===== config.mk =====
export PLATFORM = sky130hd
export DESIGN_NAME = fetch_unit
export DESIGN_NICKNAME = d
export VERILOG_FILES = /design/src/rtl/fetch_unit_pkg.sv /design/src/rtl/fetch_unit_pc_register.sv /design/src/rtl/fetch_unit.sv
export SDC_FILE = /design/constraint.sdc
export NUM_CORES = 1
export LEC_CHECK = 0
export CORE_ASPECT_RATIO = 0.5
export CORE_MARGIN = 2
export CORE_UTILIZATION = 41
export CTS_CLUSTER_DIAMETER = 80
export DETAILED_ROUTE_END_ITERATION = 6
export PLACE_DENSITY = 0.76
export SYNTH_ARGS = -nofsm -noshare
export SYNTH_HDL_FRONTEND = slang
export SYNTH_SLANG_ARGS = --single-unit

===== constraint.sdc =====
create_clock -name clk -period 3.5 [get_ports clk]
set_input_delay 0.7 -clock clk [delete_from_list [all_inputs] [get_ports clk]]
set_output_delay 0.7 -clock clk [all_outputs]
set_load 0.01 [all_outputs]

===== src/rtl/fetch_unit_pkg.sv =====
// Shared definitions for the BUBBLE instruction-fetch stage: FSM state encodings,
// PC update selects and the address/data widths shared with the memories.
package fetch_unit_pkg;

  localparam int DEF_ADDR_W = 16;
  localparam int DEF_DATA_W = 32;

  typedef enum logic [1:0] {
    FS_IDLE = 2'd0,
    FS_RUN  = 2'd1,
    FS_HALT = 2'd2
  } fetch_state_e;

  typedef enum logic [1:0] {
    PC_HOLD = 2'd0,
    PC_INC  = 2'd1,
    PC_LOAD = 2'd2
  } pc_sel_e;

endpackage


===== src/rtl/fetch_unit_pc_register.sv =====
// Program counter: asynchronously reset to RESET_PC, then loaded, incremented
// (wrapping at the top of the word-address space) or held each cycle.
module pc_register
  import fetch_unit_pkg::*;
#(
  parameter int                 ADDR_W   = DEF_ADDR_W,
  parameter logic [ADDR_W-1:0]  RESET_PC = '0
) (
  input  logic              clk,
  input  logic              rst,
  input  pc_sel_e           sel,
  input  logic [ADDR_W-1:0] load_value,
  output logic [ADDR_W-1:0] pc
);

  logic [ADDR_W-1:0] pc_d;
  logic [ADDR_W-1:0] pc_q;

  always_comb begin
    pc_d = pc_q;
    case (sel)
      PC_INC:  pc_d = pc_q + {{(ADDR_W-1){1'b0}}, 1'b1};
      PC_LOAD: pc_d = load_value;
      default: pc_d = pc_q;
    endcase
  end

  always_ff @(posedge clk or posedge rst) begin
    if (rst) begin
      pc_q <= RESET_PC;
    end else begin
      pc_q <= pc_d;
    end
  end

  assign pc = pc_q;

endmodule


===== src/rtl/fetch_unit.sv =====
// Instruction-fetch stage: owns the PC, registers fetched words into the IF/ID
// latch with a valid/ready handshake, and handles redirect flushes and a sticky halt.
module fetch_unit
  import fetch_unit_pkg::*;
#(
  parameter int                ADDR_W   = DEF_ADDR_W,
  parameter int                DATA_W   = DEF_DATA_W,
  parameter logic [ADDR_W-1:0] RESET_PC = '0
) (
  input  logic              clk,
  input  logic              rst,
  output logic [ADDR_W-1:0] imem_addr,
  input  logic [DATA_W-1:0] imem_data,
  output logic              if_valid,
  output logic [DATA_W-1:0] if_inst,
  output logic [ADDR_W-1:0] if_pc,
  input  logic              id_ready,
  input  logic              redirect_valid,
  input  logic [ADDR_W-1:0] redirect_target,
  input  logic              halt_req,
  output logic              halted,
  output logic [31:0]       fetch_count
);

  fetch_state_e      state_d, state_q;
  logic              if_valid_d, if_valid_q;
  logic [DATA_W-1:0] if_inst_d, if_inst_q;
  logic [ADDR_W-1:0] if_pc_d, if_pc_q;
  logic              halted_d, halted_q;
  logic [31:0]       fetch_count_d, fetch_count_q;
  pc_sel_e           pc_sel;
  logic [ADDR_W-1:0] pc;

  pc_register #(
    .ADDR_W   (ADDR_W),
    .RESET_PC (RESET_PC)
  ) u_pc (
    .clk        (clk),
    .rst        (rst),
    .sel        (pc_sel),
    .load_value (redirect_target),
    .pc         (pc)
  );

  always_comb begin
    state_d       = state_q;
    if_valid_d    = if_valid_q;
    if_inst_d     = if_inst_q;
    if_pc_d       = if_pc_q;
    halted_d      = halted_q;
    pc_sel        = PC_HOLD;
    fetch_count_d = fetch_count_q;

    // The outgoing handshake completes regardless of what the FSM does this edge.
    if (if_valid_q && id_ready) begin
      fetch_count_d = fetch_count_q + 32'd1;
    end

    case (state_q)
      FS_IDLE: begin
        state_d = FS_RUN;
      end
      FS_RUN: begin
        // Redirect wins over halt: the halting instruction is younger and gets flushed.
        if (redirect_valid) begin
          pc_sel     = PC_LOAD;
          if_valid_d = 1'b0;
        end else if (halt_req) begin
          if_valid_d = 1'b0;
          state_d    = FS_HALT;
          halted_d   = 1'b1;
        end else if (!if_valid_q || id_ready) begin
          if_inst_d  = imem_data;
          if_pc_d    = pc;
          if_valid_d = 1'b1;
          pc_sel     = PC_INC;
        end
      end
      FS_HALT: begin
        if_valid_d = 1'b0;
        halted_d   = 1'b1;
      end
      default: begin
        state_d    = FS_IDLE;
        if_valid_d = 1'b0;
      end
    endcase
  end

  always_ff @(posedge clk or posedge rst) begin
    if (rst) begin
      state_q       <= FS_IDLE;
      if_valid_q    <= 1'b0;
      if_inst_q     <= '0;
      if_pc_q       <= '0;
      halted_q      <= 1'b0;
      fetch_count_q <= '0;
    end else begin
      state_q       <= state_d;
      if_valid_q    <= if_valid_d;
      if_inst_q     <= if_inst_d;
      if_pc_q       <= if_pc_d;
      halted_q      <= halted_d;
      fetch_count_q <= fetch_count_d;
    end
  end

  assign imem_addr   = pc;
  assign if_valid    = if_valid_q;
  assign if_inst     = if_inst_q;
  assign if_pc       = if_pc_q;
  assign halted      = halted_q;
  assign fetch_count = fetch_count_q;

endmodule


## Word-level counts from Yosys, hierarchy flattened

Cells that the tools add are included.

| word-level totals | value |
|---|---|
| register bits | 100 |
| input bits | 53 |
| word-level logic and storage cells | 45 |
| output and inout port bits | 98 |

| cells by class | value |
|---|---|
| bitwise gates (word level) | 4 |
| equality and inequality tests | 7 |
| reductions and logical operators | 10 |
| add/sub/neg operators | 2 |
| multiplexer cells | 15 |

Operator list:

| operator | count |
|---|---|
| $add 32x1->32 const B | 1 |
| $pmux 16 s2 | 1 |
| $add 16x1->16 const B | 1 |
| $mux 2 | 4 |
| $mux 1 | 7 |
| $pmux 2 s3 | 1 |
| $reduce_and 3->1 | 2 |
| $eq 2x1->1 const B | 2 |
| $eq 2x2->1 const B | 2 |
| $ne 2x2->1 const B | 2 |
| $ne 4x4->1 const B | 1 |
| $not 1->1 | 4 |
| $pmux 1 s2 | 2 |
| $reduce_and 4->1 | 1 |
| $reduce_bool 2->1 | 2 |
| $logic_not 2->1 | 1 |
| $reduce_and 2->1 | 1 |
| $logic_and 1x1->1 | 1 |
| $logic_not 1->1 | 1 |
| $logic_or 1x1->1 | 1 |

## Logic depth before layout (Yosys ltp)

Gate-level depths: netlist of the first run.

| depth | value |
|---|---|
| depth in word-level cells | 8 |
| gate-level depth with buffers | 9 |

## Hierarchy

Synthesis of the first run repeated with hierarchy kept, for this count alone.

| second synthesis, totals | value |
|---|---|
| cell total of the unflattened synthesis | 465 |
| area total of the unflattened synthesis | 4428.0 µm² |

Modules (own cells, without submodules):

| module | times used | cells an instance | area an instance (µm²) | sequential area each (µm²) |
|---|---|---|---|---|
| fetch_unit | 1 | 347 | 3409.5 | 2102.0 |
| pc_register | 1 | 118 | 1018.5 | 400.4 |

## Least setup slack after synthesis of the first run

OpenSTA, ideal clock, no wires.

| path | value |
|---|---|
| path kind | input port to flip-flop |
| from | input port redirect_valid |
| to | register u_pc.pc_q[14] (netlist: u_pc.pc[14]) |
| stages on the path | 9 |
| path slack | 1.116 ns |
| data required time | 3.361 ns |
| arrival | 2.244 ns |
| path through | nor4b_2 > o21ai_1 > buf_2 > ha_1 > nor2_1 > nand3_1 > nor3_1 > a31o_2 > a221oi_2 |

| between the ends | value |
|---|---|
| longest elaborated chain between the ends | 4 |
| elaborated cells between the ends (all ways) | 6 |
| those cells by class | eq/ne (2); mux (3); reduce/logical (1) |

Ends and longest elaborated chain:

| element | RTL line | source |
|---|---|---|
| from (decl) | fetch_unit.sv:18 | `input logic redirect_valid,` |
| $mux 2 (*) | fetch_unit.sv:65 | `if (redirect_valid) begin` |
| $mux 2 (*) | fetch_unit.sv:59 | `case (state_q)` |
| $eq 2x2->1 / $eq 2x1->1 (equally long branches) | fetch_unit_pc_register.sv:21 | `case (sel)` |
| $pmux 16 s2 / $reduce_bool 2->1 (equally long branches) | -- |  |
| to (signal assigned) | fetch_unit_pc_register.sv:32 | `pc_q <= pc_d;` |
| to (decl) | fetch_unit_pc_register.sv:17 | `logic [ADDR_W-1:0] pc_q;` |

Every way passes the cells marked *; elsewhere a longest branch is shown, timed or not.
A chain may end at the register's enable or synchronous reset.

## Worst setup path in the final report of the first run

Same ends and word-level chain as after synthesis.

==> key figures, run 1 <==
Run status
  • Outcome: finished, final reports clean

Worst setup path
  • R2R Setup Slk: 1.12 ns
  • CP Capture Type: register
  • Worst Path Required: 3.69 ns
  • Critical path destination: u_pc.pc[14]
  • Reg2reg start: state_q[1]
  • CP startpoint kind: input port
  • Reg2reg end: u_pc.pc[14]
  • WP data arrival: 3.01 ns
  • Worst-path fanout max: 14
  • Reg2Reg Depth: 8
  • Critical path class: in -> reg
  • Crit path launch: redirect_valid

Synth
  • Sequential share of the synthesized area: 57.08%
  • Largest cells by area after synthesis: dfrtp_1 (57%), mux2_2 (12%), xnor2_1 (5.0%), nand2_1 (2.0%), nand3_1 (1.7%)
  • Synthesis Warnings: 0
  • Net count after synthesis: 405
  • Synth Cell Area: 4384 um^2
  • Synth unique cells: 45
  • Cell with the most instances after synthesis: dfrtp_1
  • Post-synth top area share: 57.08%
  • FF+latch count, synth: 100
  • Leading register cell type out of synthesis: dfrtp_1
  • Fraction of registers with async set/reset: 100.0%
  • Post-synth top area cell: dfrtp_1
  • Synth Instances: 349
  • Post-Syn Area per Cell: 12.56 um^2
  • Post-synth EDFFs: 0
  • Synth cell count leaders: dfrtp_1 (100), mux2_2 (47), xnor2_1 (25)

Detailed routing
  • Initial drt markers: 130
  • Post-route ant nets: 0
  • Drt pass-1 iters: 4
  • Routed length per instance: 15.52 um
  • DR DRC count: 0
  • Vias per cell: 5.112
  • Post-Route WL: 10070 um
  • Vias: 3318

Pwr
  • Switching Fraction: 30.41%
  • Static Leak: 2.618 nW
  • PwrDens: 699.5 nW/um^2
  • Internal power: 3.102 mW
  • Clock Power Share: 22.8%
  • Comb power frac: 36.7%
  • Sequential share of power: 40.5%
  • Peak VDD IR: 0.3789 mV
  • NetSw: 1.355 mW

STA
  • Setup Skew: 0.008720 ns
  • Total count of max-transition violations in the final report: 0
  • Crit share post-route: 80.61%
  • Hold WS: 0.4738 ns
  • Rel. slew slack: 52.38%
  • Worst-Margin Slew: 0.7142 ns
  • Final setup violation count: 0
  • Fmax: 354.5 MHz
  • Setup TNS: 0 ns
  • Min Tclk post-route: 2.821 ns
  • RSZ-0062 raised after global routing: false
  • Hold Fails Final Rpt: 0

Finish
  • Layout overhead on the synthesized area: 45.35%
  • ANT cells: 0
  • Post-route cell area: 6372 um^2
  • FILL cells: 817
  • Layout Nets: 560
  • Share of layout cells above drive strength 1: 17.29%

Die
  • Initial Utilization: 42.51%
  • Chip height: 77.12 um
  • IO Pins: 151
  • CORE AREA: 10310 um^2
  • Die W: 150.2 um
  • Die area: 11590 um^2
  • Rows: 26

Global route
  • Vias in the first global route: 3337
  • GRT Total Usage: 18.24%
  • Global route overflow: 0
  • First-pass GRT wire length: 16820 um
  • Largest net degree at the start of global routing: 58
  • Initial antenna violation count: 0

CTS
  • CTS H-Tree Depth: 3
  • Post-cts gate resize count: 0
  • Clock buffer depth: 2
  • Setup Buffers After CTS: 0
  • Clock Latency Late Sink: 0.35 ns
  • Root Buffer: clkbuf_16
  • Num CTS Buffers: 9
  • Hold-fix buffers, CTS: 0
  • CTS tree: done
  • Clk slew on worst S/H paths: 0.07 ns
  • Clk sink count: 100

Place
  • Post-detail-place hpwl: 7321 um
  • Placed cell areas: 6062 um^2
  • Final GP Congestion: 0.8081
  • Buffers on Ports: 150

Hold path
  • Hold crit path type: reg -> reg

Run
  • Max-cap violations: 0
cell families (layout without fill, tap and decap cells):
logic type | Yosys count | in the layout | synth area share, %
compound gates | 41 | 41 | 6.421
xor+xnor | 31 | 31 | 6.193
fa+ha+maj | 3 | 3 | 0.8563
buf+inv | 18 | 178 | 1.826
flops | 100 | 100 | 57.08
mux | 51 | 51 | 12.99
simple gates | 105 | 105 | 14.64
area by class of cell:
| cell class | count | area (um^2) | area share [%] |
|---|---|---|---|
| multi-input combinational | 231 | 1813 | 28.45 |
| clock inverter | 6 | 71.32 | 1.119 |
| inverter | 6 | 25.02 | 0.3927 |
| tap | 140 | 175.2 | 2.749 |
| sequential | 100 | 2502 | 39.27 |
| timing repair buffer | 156 | 1546 | 24.27 |
| clock buffer | 10 | 239.0 | 3.750 |
worst max-delay path, stage by stage:
cell and delay [ns]:
clkdlybuf4s50_1 0.46, nor4b_2 0.38, o21ai_4 0.11, ha_1 0.51
nor2_1 0.23, nand3_1 0.12, nor3_1 0.25, a31o_2 0.22
a221oi_2 0.04
cells in the final DEF (no fill, tap or decap), types with 2 or more instances in the layout:
master and n:
a22oi_1 6, nand4_1 8, nand3b_1 6, and4_4 2
nor2_1 14, a21oi_1 4, nand3_1 15, nor3_1 5
nor3_2 2, and4_1 4, ha_1 3, clkbuf_16 9
dfrtp_1 100, buf_4 6, nor3_4 2, or2_2 3
o311ai_0 4, xnor2_1 25, inv_1 5, xor2_1 6
o22ai_1 2, o21ai_0 11, a211oi_1 2, and3_1 10
mux2_2 47, nand3_4 3, a311oi_1 2, nor2b_1 3
o21ai_1 2, clkdlybuf4s50_1 150, mux2i_1 4, clkinv_4 2
clkinvlp_4 2, nand2_1 23
state kept, by name, summed over array words and instances (netlist names):
| signal | flops |
|---|---|
| fetch_count | 32 |
| if_valid | 1 |
| if_pc | 16 |
| state_q | 2 |
| halted | 1 |
| if_inst | 32 |
| u_pc.pc | 16 |
stage by stage:
stage          cells  setup slack (ns)  power (mW)  utilization (%)
5_1_grt          649            0.5414       4.707            61.79
6_report         649            0.6787       4.458            61.79
4_1_cts          649            0.7129       4.509            61.79
3_3_place_gp     633            0.4572       3.432            58.78
2_1_floorplan    349            0.1812       2.516                -
3_5_place_dp     633            0.3487       3.478            58.78
power by group through the flow:
stage                     Clock [mW]  Combinational, mW  Sequential [mW]
after global routing            1.09               1.75             1.87
after detailed placement           0               1.65             1.83
after CTS                       1.04               1.66             1.81
final                           1.02               1.63             1.81
after global placement             0               1.62             1.81
after floorplan                    0              0.562             1.95
metal layers:
layer	vias to the layer above	track usage [%]	routed length [um]
met1	1645	22.69	4366
li1	1572	-	-
met3	15	4.286	462
met2	86	31.87	5111
met5	-	0	0
met4	0	5.000	129
worst min-delay path by stage:
stage / from / end / slack, ns / cells past startpoint
finish: halted / halted / 0.47 / 1
global route: halted / halted / 0.48 / 1
CTS: halted / halted / 0.48 / 1
detailed placement: halted / halted / 0.46 / 1
global placement: halted / halted / 0.45 / 1
floorplan: state_q[1] / state_q[0] / 0.50 / 1
No activity file was read; power rests on OpenSTA's default activity.
==> run 2, diff against run 1 <==
--- a/config.mk
+++ b/config.mk
@@ -7,10 +7,10 @@
 export LEC_CHECK = 0
 export CORE_ASPECT_RATIO = 0.5
 export CORE_MARGIN = 2
-export CORE_UTILIZATION = 41
+export CORE_UTILIZATION = 45
 export CTS_CLUSTER_DIAMETER = 80
 export DETAILED_ROUTE_END_ITERATION = 6
-export PLACE_DENSITY = 0.76
+export PLACE_DENSITY = 0.8
 export SYNTH_ARGS = -nofsm -noshare
 export SYNTH_HDL_FRONTEND = slang
 export SYNTH_SLANG_ARGS = --single-unit
==> constraint.sdc (replaced) <==
create_clock -name clk -period 2.6 [get_ports clk]
set_input_delay 0.52 -clock clk [delete_from_list [all_inputs] [get_ports clk]]
set_output_delay 0.52 -clock clk [all_outputs]
set_load 0.01 [all_outputs]
==> run 2 against run 1 <==
  * Critical path depth decreased by 1
  * Critical path type unchanged
  * Largest cell class unchanged
  * Core utilization increased by 6.3 points
  * First-iteration DRC count increased by 53%
  * Register-to-register slack got worse by 0.70 ns
  * Clock skew decreased by 0.0042 ns
  * Cell count increased by 0.31%
  * Clock-buffer cell count increased by 3
  * Die area decreased by 8.5%
  * Sequential share of layout area decreased by 0.35 points
  * Design area increased by 0.90%
==> key figures, run 2 (synthesis gave the netlist of run 1 again) <==
Finish
  • FILL cells: 726
  • Final non-filler cell total: 651
  • Most frequent cells in the layout: clkdlybuf4s50_1 (150), dfrtp_1 (100), mux2_2 (47)
  • Layout overhead on the synthesized area: 46.66%
  • Share of layout cells above drive strength 1: 17.64%
  • Commonest non-fill, non-tap cell in the layout: clkdlybuf4s50_1
  • Layout Nets: 568
  • ANT cells: 0
  • Fin util: 68.07%
  • Post-route cell area: 6430 um^2

Worst setup path
  • Critical path class: in -> reg
  • CP Capture Type: register
  • Critical path's largest stage delay: 0.45 ns
  • Critical path cell sequence: clkdlybuf4s50_1, nor4b_2, o21ai_4, ha_1, buf_4, nor2b_1, a22oi_1, o311ai_0
  • CP startpoint kind: input port
  • Worst-path fanout max: 11
  • Worst Path Required: 2.81 ns
  • WP data arrival: 2.65 ns
  • CP max stage cell: clkdlybuf4s50_1

Die
  • Chip height: 73.80 um
  • CORE AREA: 9447 um^2
  • Die area: 10600 um^2
  • Initial Utilization: 46.41%
  • Die W: 143.6 um
  • Rows: 25
  • IO Pins: 151

STA
  • Final setup violation count: 0
  • Crit share post-route: 93.66%
  • Total count of max-transition violations in the final report: 0
  • Min Tclk post-route: 2.435 ns
  • Setup TNS: 0 ns
  • RSZ-0062 raised after global routing: false
  • Fmax: 410.6 MHz
  • Setup Skew: 0.004481 ns
  • Hold Fails Final Rpt: 0
  • Worst-Margin Slew: 0.6474 ns
  • Rel. slew slack: 56.84%
  • Final WS setup: 0.1648 ns
  • Hold WS: 0.4624 ns

Detailed routing
  • Drt pass-1 iters: 5
  • Post-Route WL: 10100 um
  • Vias per cell: 5.129
  • Routed length per instance: 15.51 um
  • Highest metal used: met4
  • Vias: 3339
  • DR DRC count: 0
  • Met2 WL: 4983 um
  • Initial drt markers: 199
  • Metal-1 WL: 4488 um
  • Met3 wire length: 479 um
  • Post-route ant nets: 0

Global route
  • First-pass GRT wire length: 16240 um
  • Global route overflow: 0
  • Vias in the first global route: 3206
  • Largest net degree at the start of global routing: 69
  • GRT Total Usage: 19.81%
  • Initial antenna violation count: 0

Hold path
  • Hold crit path type: reg -> reg

CTS
  • Clk sink count: 100
  • CTS H-Tree Depth: 3
  • CTS tree: done
  • Num CTS Buffers: 9
  • Setup Buffers After CTS: 0
  • Root Buffer: clkbuf_16
  • Clock Latency Late Sink: 0.33 ns
  • Post-cts gate resize count: 0
  • Clk slew on worst S/H paths: 0.06 ns
  • Clock buffer depth: 2
  • Hold-fix buffers, CTS: 0

Place
  • Placed cell areas: 6130 um^2
  • Post-detail-place hpwl: 7356 um
  • Final GP Congestion: 0.8043
  • Inst Count DP: 636
  • Place WS: -0.1537 ns
  • Buffers on Ports: 150

Run status
  • Outcome: finished, final reports clean

Pwr
  • Static Leak: 2.657 nW
  • Peak VDD IR: 0.5194 mV
  • PwrDens: 942.2 nW/um^2
  • Power, Total: 6.058 mW

Run
  • Max-cap violations: 0
-- run 2: changes by cell type in the layout (fill, tap and decap cells not counted) --
cell	previous run	this run
inv_4	1	0
clkbuf_1	0	4
clkinvlp_4	2	1
inv_6	1	0
bufinv_16	1	2
clkinv_4	2	0
buf_4	6	13
buf_12	0	1
clkbuf_8	1	0
-- run 2: worst max-delay path, delay by kind of cell --
kind / cells / cell delay, ns
AO/OA/AOI/OAI: 3 / 0.37
adder cells (fa/ha/maj): 1 / 0.36
buffers and inverters: 2 / 0.64
AND/OR/NAND/NOR: 2 / 0.76
-- run 2: layer usage --
layer | GRT usage (%) | vias to the layer above
li1 | - | 1590
met1 | 26.22 | 1640
met2 | 33.12 | 96
met3 | 5.280 | 13
met4 | 4.575 | 0
met5 | 0 | -
-- run 2: report_power, final --
part	internal, mW	switching [mW]	leakage (nW)	total [mW]
sequential	2.04	0.403	1.23	2.45
combinational	1.38	0.851	1.28	2.23
clock	0.840	0.539	0.144	1.38
total	4.26	1.79	2.66	6.06
-- run 2: cell type report --
cell class,count,area [um^2],area share [%]
Sequential cell,100,2502,38.92
Clock inverter,2,60.06,0.9340
Tap cell,135,168.9,2.627
Timing Repair Buffer,164,1619,25.18
Inverter,6,26.28,0.4086
Clock buffer,13,240.2,3.736
Multi-Input combinational cell,231,1813,28.20
-- run 2: path summary, 6_finish.rpt --
| path | from | endpoint | slack [ns] | cells past startpoint |
|---|---|---|---|---|
| setup / recovery | redirect_valid | u_pc.pc[10] | 0.16 | 8 |
| hold / removal | halted | halted | 0.46 | 1 |
| setup reg to reg | state_q[1] | u_pc.pc[10] | 0.42 | 7 |
| hold reg to reg | halted | halted | 0.46 | 1 |
| max in group asynchronous | rst | fetch_count[16] | 1.63 | 3 |
| min in group asynchronous | rst | state_q[0] | 0.63 | 3 |
==> run 3, diff against run 2 <==
--- a/config.mk
+++ b/config.mk
@@ -5,6 +5,7 @@
 export SDC_FILE = /design/constraint.sdc
 export NUM_CORES = 1
 export LEC_CHECK = 0
+export ABC_CLOCK_PERIOD_IN_PS = 2600
 export CORE_ASPECT_RATIO = 0.5
 export CORE_MARGIN = 2
 export CORE_UTILIZATION = 45
==> results of run 3 <==
No change in the layout: final DEF, timing and power equal those of run 2.
